$ cat src/rtl/count_seq_pkg.sv
// count_seq_pkg: shared state encoding, default width and wrap-around step helper for count_seq_ctrl
package count_seq_pkg;

   typedef enum logic [1:0] {IDLE, RUN, DONE} state_t;

   localparam int COUNT_SEQ_WIDTH = 3;

   function automatic logic [31:0] step(input logic [31:0] v, input logic up, input int w);
      return (up ? v + 32'd1 : v - 32'd1) & ((32'd1 << w) - 32'd1);
   endfunction

endpackage

$ cat src/rtl/count_updn.sv
// count_updn: plain WIDTH-bit wrap-around up/down counter, sole holder of q
module count_updn
   import count_seq_pkg::*;
#(
   parameter int WIDTH = COUNT_SEQ_WIDTH
) (
   input  logic             clk,
   input  logic             clrn,
   input  logic             en,
   input  logic             vec,
   output logic [WIDTH-1:0] q
);

   logic [WIDTH-1:0] r_q;

   // step one count per enabled edge, wrapping modulo 2**WIDTH
   always_ff @(posedge clk or negedge clrn)
      if (!clrn) r_q <= '0;
      else if (en) r_q <= WIDTH'(step(32'(r_q), vec, WIDTH));

   assign q = r_q;

endmodule

$ cat src/rtl/count_seq_ctrl.sv
// count_seq_ctrl: valid/ready command sequencer stepping count_updn to a target, then pulsing done.
// Optional COUNT_SEQ_AUTO_DIR_EN: direction chosen as the shorter way round (tie -> up), cmd_dir ignored.
module count_seq_ctrl
   import count_seq_pkg::*;
#(
   parameter int WIDTH = COUNT_SEQ_WIDTH
) (
   input  logic             clk,
   input  logic             clrn,
   input  logic             cmd_valid,
   output logic             cmd_ready,
   input  logic [WIDTH-1:0] cmd_target,
   input  logic             cmd_dir,
   output logic             vec,
   output logic             cnt_en,
   output logic [WIDTH-1:0] q,
   output logic             busy,
   output logic             done
);

   state_t           r_state, w_next;
   logic [WIDTH-1:0] r_tgt, w_step;
   logic             r_dir, w_dir_sel, w_accept;

   assign w_accept = (r_state == IDLE) && cmd_valid;
   assign w_step   = WIDTH'(step(32'(q), r_dir, WIDTH));
   assign vec      = r_dir;

`ifdef COUNT_SEQ_AUTO_DIR_EN
   logic [WIDTH-1:0] w_up_dist, w_dn_dist;
   assign w_up_dist = cmd_target - q;
   assign w_dn_dist = q - cmd_target;
   assign w_dir_sel = (w_up_dist <= w_dn_dist);
`else
   assign w_dir_sel = cmd_dir;
`endif

   count_updn #(.WIDTH(WIDTH)) u_cnt (
      .clk  (clk),
      .clrn (clrn),
      .en   (cnt_en),
      .vec  (r_dir),
      .q    (q)
   );

   // state register; target and direction latched on command acceptance, held otherwise
   always_ff @(posedge clk or negedge clrn)
      if (!clrn) begin
         r_state <= IDLE;
         r_tgt   <= '0;
         r_dir   <= 1'b0;
      end else begin
         r_state <= w_next;
         if (w_accept) begin
            r_tgt <= cmd_target;
            r_dir <= w_dir_sel;
         end
      end

   // next state and Moore outputs; RUN leaves on the edge whose stepped value hits the target
   always_comb begin
      w_next    = r_state;
      cmd_ready = 1'b0;
      cnt_en    = 1'b0;
      busy      = 1'b1;
      done      = 1'b0;
      case (r_state)
         IDLE: begin
            cmd_ready = 1'b1;
            busy      = 1'b0;
            if (cmd_valid) w_next = (cmd_target == q) ? DONE : RUN;
         end
         RUN: begin
            cnt_en = 1'b1;
            if (w_step == r_tgt) w_next = DONE;
         end
         DONE: begin
            done   = 1'b1;
            w_next = IDLE;
         end
         default: w_next = IDLE;
      endcase
   end

endmodule
$ cat config.mk
export PLATFORM = sky130hd
export DESIGN_NAME = count_seq_ctrl
export DESIGN_NICKNAME = d
export VERILOG_FILES = /design/src/rtl/count_seq_pkg.sv /design/src/rtl/count_updn.sv /design/src/rtl/count_seq_ctrl.sv
export SDC_FILE = /design/constraint.sdc
export NUM_CORES = 1
export LEC_CHECK = 0
export ABC_CLOCK_PERIOD_IN_PS = 4100
export CORE_AREA = 2 2 39 41
export CTS_CLUSTER_SIZE = 10
export DETAILED_ROUTE_END_ITERATION = 10
export DIE_AREA = 0 0 41 43
export GPL_TIMING_DRIVEN = 0
export MAX_ROUTING_LAYER = met4
export PLACE_DENSITY = 0.69
export SYNTH_ARGS = -nofsm -noshare
export SYNTH_HDL_FRONTEND = slang
export SYNTH_SLANG_ARGS = --single-unit
$ cat constraint.sdc
create_clock -name clk -period 4.1 [get_ports clk]
set_clock_uncertainty 0.05 [all_clocks]
set_input_delay 1.23 -clock clk [delete_from_list [all_inputs] [get_ports clk]]
set_output_delay 1.23 -clock clk [all_outputs]
set_load 0.01 [all_outputs]
## Yosys cells after proc, flatten, opt, wreduce, memory -nomap -nowiden

Index checks and enable logic that the tools add are counted.

- Input port bits: 7
- Word-level logic and storage cells: 24
- Register bits after elaboration: 9
- Output and inout port bits: 8

- Reductions and logical operators: 3
- Add/subtract/negate cells: 2
- Eq/ne operators: 6
- Muxes and demuxes: 9

Operators with widths:

| cell | number |
|---|---|
| 3-bit == test | 2 |
| 2-bit 2-to-1 mux | 3 |
| 1-bit 2-to-1 mux | 4 |
| 2-bit inequality test (second input constant) | 2 |
| 2-bit one-hot mux with 2 select lines | 1 |
| 3-bit by 1-bit adder with 3-bit output (second input constant) | 1 |
| 3-bit 2-to-1 mux | 1 |
| 3-bit by 1-bit subtractor with 3-bit output (second input constant) | 1 |
| 2-bit by 1-bit == test with 1-bit output (second input constant) | 1 |
| 2-bit == test (second input constant) | 1 |
| 2-bit logical NOT | 1 |
| 2-bit AND reduction | 1 |
| 1-bit logical AND | 1 |

## Depth between registers and ports, before layout

- Depth in word-level cells: 5
- Mapped depth: 6
- Gate-level depth less buffers: 6

## Cells and area by module

A second synthesis with hierarchy kept.

- Cell total of the unflattened synthesis: 40
- Area total of the unflattened synthesis: 491.7 um^2

By module, submodules not included:

| module | seq. area each (um^2) | area an instance (um^2) | cells each | instances |
|---|---|---|---|---|
| count_seq_ctrl | 150.1 | 351.6 | 30 | 1 |
| count_updn | 75.1 | 140.1 | 10 | 1 |

## Worst setup path after synthesis

OpenSTA, ideal clock, no wires.

- Path kind: flip-flop to output port
- From: register r_state[1]
- To: output cnt_en
- Required time: 2820 ps
- Cell stages (with the launch flop): 3
- Data arrival time: 721 ps
- Path buffers: 0
- Slack: 2099 ps
- Cell sequence: dfrtp_1 > nand2b_1 > inv_1

- Cells in the longest elaborated chain, start to end: 2

RTL lines:

| item | RTL line | source |
|---|---|---|
| start: declaration | count_seq_ctrl.sv:21 | `state_t r_state, w_next;` |
| start signal: assignment | count_seq_ctrl.sv:53 | `r_state <= w_next;` |
| 2-bit by 1-bit == test with 1-bit output | count_seq_ctrl.sv:67 | `case (r_state)` |
| 1-bit 2-to-1 mux | count_seq_ctrl.sv:67 |  |
| end: declaration | count_seq_ctrl.sv:15 | `output logic cnt_en,` |

No other way between the ends.

## Worst setup path in the final report

Ends and elaborated chain as after synthesis.

==> results by group <==
Outcome
  – Status: finished, final reports clean

STA
  – Min cycle time layout: 2.855 ns
  – Final Hold Viols: 0
  – Number of endpoints failing setup at the final stage: 0
  – Final Cycle Share: 69.64%
  – RSZ-0062 raised after global routing: false
  – Final slew viol count: 0
  – Worst-Margin Slew: 0.4115 ns
  – Hold Slack: 0.4865 ns
  – Max Clk Rate: 350.2 MHz
  – Max_slew headroom: 72.48%
  – Final TNS setup: 0 ns

Routing
  – Final WL: 838 um
  – Via density: 4.616
  – DRT Pass-1 Iters: 2
  – DRT iter0 DRCs: 6
  – ANT nets after route: 0
  – Drt drc: 0
  – Wire per inst: 11.48 um
  – Vias post-DR: 337

Clock network
  – CTS tree: built
  – CTS-repair resized insts: 0
  – Total setup buffers inserted after CTS: 0
  – Clock transition at path regs: 0.06 ns
  – Clock Tree Buf Depth: 2
  – Cts bufs inserted: 3
  – Hold buffers post-CTS: 0
  – H-tree lvl count: 1
  – Worst-Skew Late Latency: 0.26 ns
  – # clock sinks: 9
  – CTS Root Cell: clkbuf_4

Power
  – Worst VDD drop: 0.3185 mV
  – Total Power: 0.5900 mW
  – Lkg Pwr: 0.2755 nW
  – PD cells: 908.6 nW/um2

Global routing
  – Most used routing layer: met2
  – Initial antenna violation count: 0
  – Largest net degree at the start of global routing: 10
  – Met3 usage: 3.141%
  – Total global routing overflow: 0
  – Overall routing resource usage: 13.02%
  – Vias in the first global route: 365
  – GR Util met1: 13.38%
  – First-pass GRT wire length: 1.442 mm
  – Grt met2 use: 20.00%

Run
  – Max Cap Viol: 0

Synthesis
  – Cells after synthesis: 39
  – Mean Syn Cell Area: 11.87 um2
  – Sequential share of the synthesized area: 48.65%
  – Yosys reg bits: 9
  – Post-Syn Area: 462.9 um2
  – Synth unique cells: 15
  – Syn nets: 47
  – Synth warn: 0

Finish
  – N_diodes: 0
  – Multi-input gate area: 222.7 um2
  – Post-route cell area: 649.4 um2
  – Layout cells sized above 1: 17.54%
  – Layout area overhead: 40.27%
  – Total Nets Final: 66
  – Final std cells w/o fill: 73
  – Area occupied by registers: 225.2 um2
  – Layout fillers: 141

Placement
  – Total placed cells including tap cells: 69
  – GP Congestion: 0.6903
  – I/O Buffers: 14
  – DP Area: 623.1 um2

Worst hold path
  – Hold Path Depth: 1
  – Worst Hold Class: register to register

Setup path
  – Worst EP required: 2.82 ns
  – Reg2Reg Depth: 6
  – CP Launch Type: register
  – Crit path max fanout: 4
  – WP data arrival: 1.58 ns
  – WS Path Type: register to primary output
  – Worst setup EP type: primary output

Floorplanning
  – Row count: 14
  – Die Span X: 41 um
  – Die Y: 43 um
  – Initial Util: 33.45%
  – Area of the core: 1384 um2
  – Die area: 1763 um2
  – Io pins: 15
-- cells in the mapped netlist --
library cell | n | area share (%)
xnor2_1 | 6 | 11
nand2_1 | 2 | 1.6
nor2b_1 | 1 | 1.4
mux2_2 | 4 | 9.7
nor2_4 | 1 | 2.4
fa_1 | 1 | 4.3
nand2b_1 | 1 | 1.4
o21ai_0 | 1 | 1.1
nand2_2 | 1 | 1.4
a32o_2 | 1 | 2.4
nand3_1 | 2 | 2.2
dfrtp_1 | 9 | 49
xor2_1 | 4 | 7.6
inv_1 | 4 | 3.2
o22ai_1 | 1 | 1.4
-- cells in the final DEF, fill, tap and decap left out --
cell type         n
o22ai_1           1
nand2_2           1
o21ai_0           1
clkbuf_1          1
a32o_2            1
clkbuf_4          3
xor2_1            4
inv_1             4
nand2b_1          1
nand3_1           2
nor2_4            1
dfrtp_1           9
nor2b_1           1
clkdlybuf4s50_1  14
fa_1              1
xnor2_1           6
mux2_2            4
nand2_1           2
-- power breakdown --
group          total (mW)  internal, mW  switching, mW
combinational       0.339         0.193          0.146
clock              0.0698        0.0376         0.0322
sequential          0.181         0.135         0.0464
-- stage by stage --
stage | utilization, % | setup slack, ns
CTS | 46.93 | 1.235
floorplan | - | 2.099
global placement | 45.03 | 1.521
detailed placement | 45.03 | 1.523
finish | 46.93 | 1.245
global route | 46.93 | 1.141
-- critical path, stage by stage (launching register included) --
cell and delay, ns:
dfrtp_1 0.41, nand2b_1 0.20, inv_1 0.15, clkdlybuf4s50_1 0.55
-- state kept, by name, indices dropped and copies added (netlist names) --
| signal | count |
|---|---|
| r_state | 2 |
| r_tgt | 3 |
| vec | 1 |
| u_cnt.q | 3 |
-- per-layer routing --
metal  vias to the layer above  wire length (um)
li1                        160                 -
met1                       159               345
met2                        13               400
met3                         5                54
met4                         0                38
met5                         -                 0
-- kinds of logic (layout without fill, tap and decap cells) --
group / count (synthesis) / after routing / share of synthesized area [%]
AOI/OAI and AO/OA: 3 / 3 / 4.865
adders and majority gates: 1 / 1 / 4.324
xor gates and xnor gates: 10 / 10 / 18.92
muxes: 4 / 4 / 9.729
and+or+nand+nor: 8 / 8 / 10.27
DFF: 9 / 9 / 48.65
buffers and inverters: 4 / 22 / 3.242
-- final cells by class --
class / count / share of cell area, %
clock buffer: 4 / 4.046
inverter: 4 / 2.312
multi-input combinational: 26 / 34.30
sequential: 9 / 34.68
tap: 16 / 3.083
timing repair buffer: 14 / 21.58
-- path summary, 6_finish.rpt --
kind / startpoint / to / slack [ns]
setup / recovery: r_state[1]$_DFFE_PN0P_ / cnt_en / 1.24
hold / removal: r_tgt[1]$_DFFE_PN0P_ / r_tgt[1]$_DFFE_PN0P_ / 0.49
setup reg to reg: u_cnt.q[0]$_DFFE_PN0P_ / r_state[0]$_DFFE_PN0P_ / 2.32
hold reg to reg: r_tgt[1]$_DFFE_PN0P_ / r_tgt[1]$_DFFE_PN0P_ / 0.49
max in group asynchronous: clrn / u_cnt.q[0]$_DFFE_PN0P_ / 2.50
min in group asynchronous: clrn / r_state[0]$_DFFE_PN0P_ / 1.21
(Power assumes the default switching activity.)
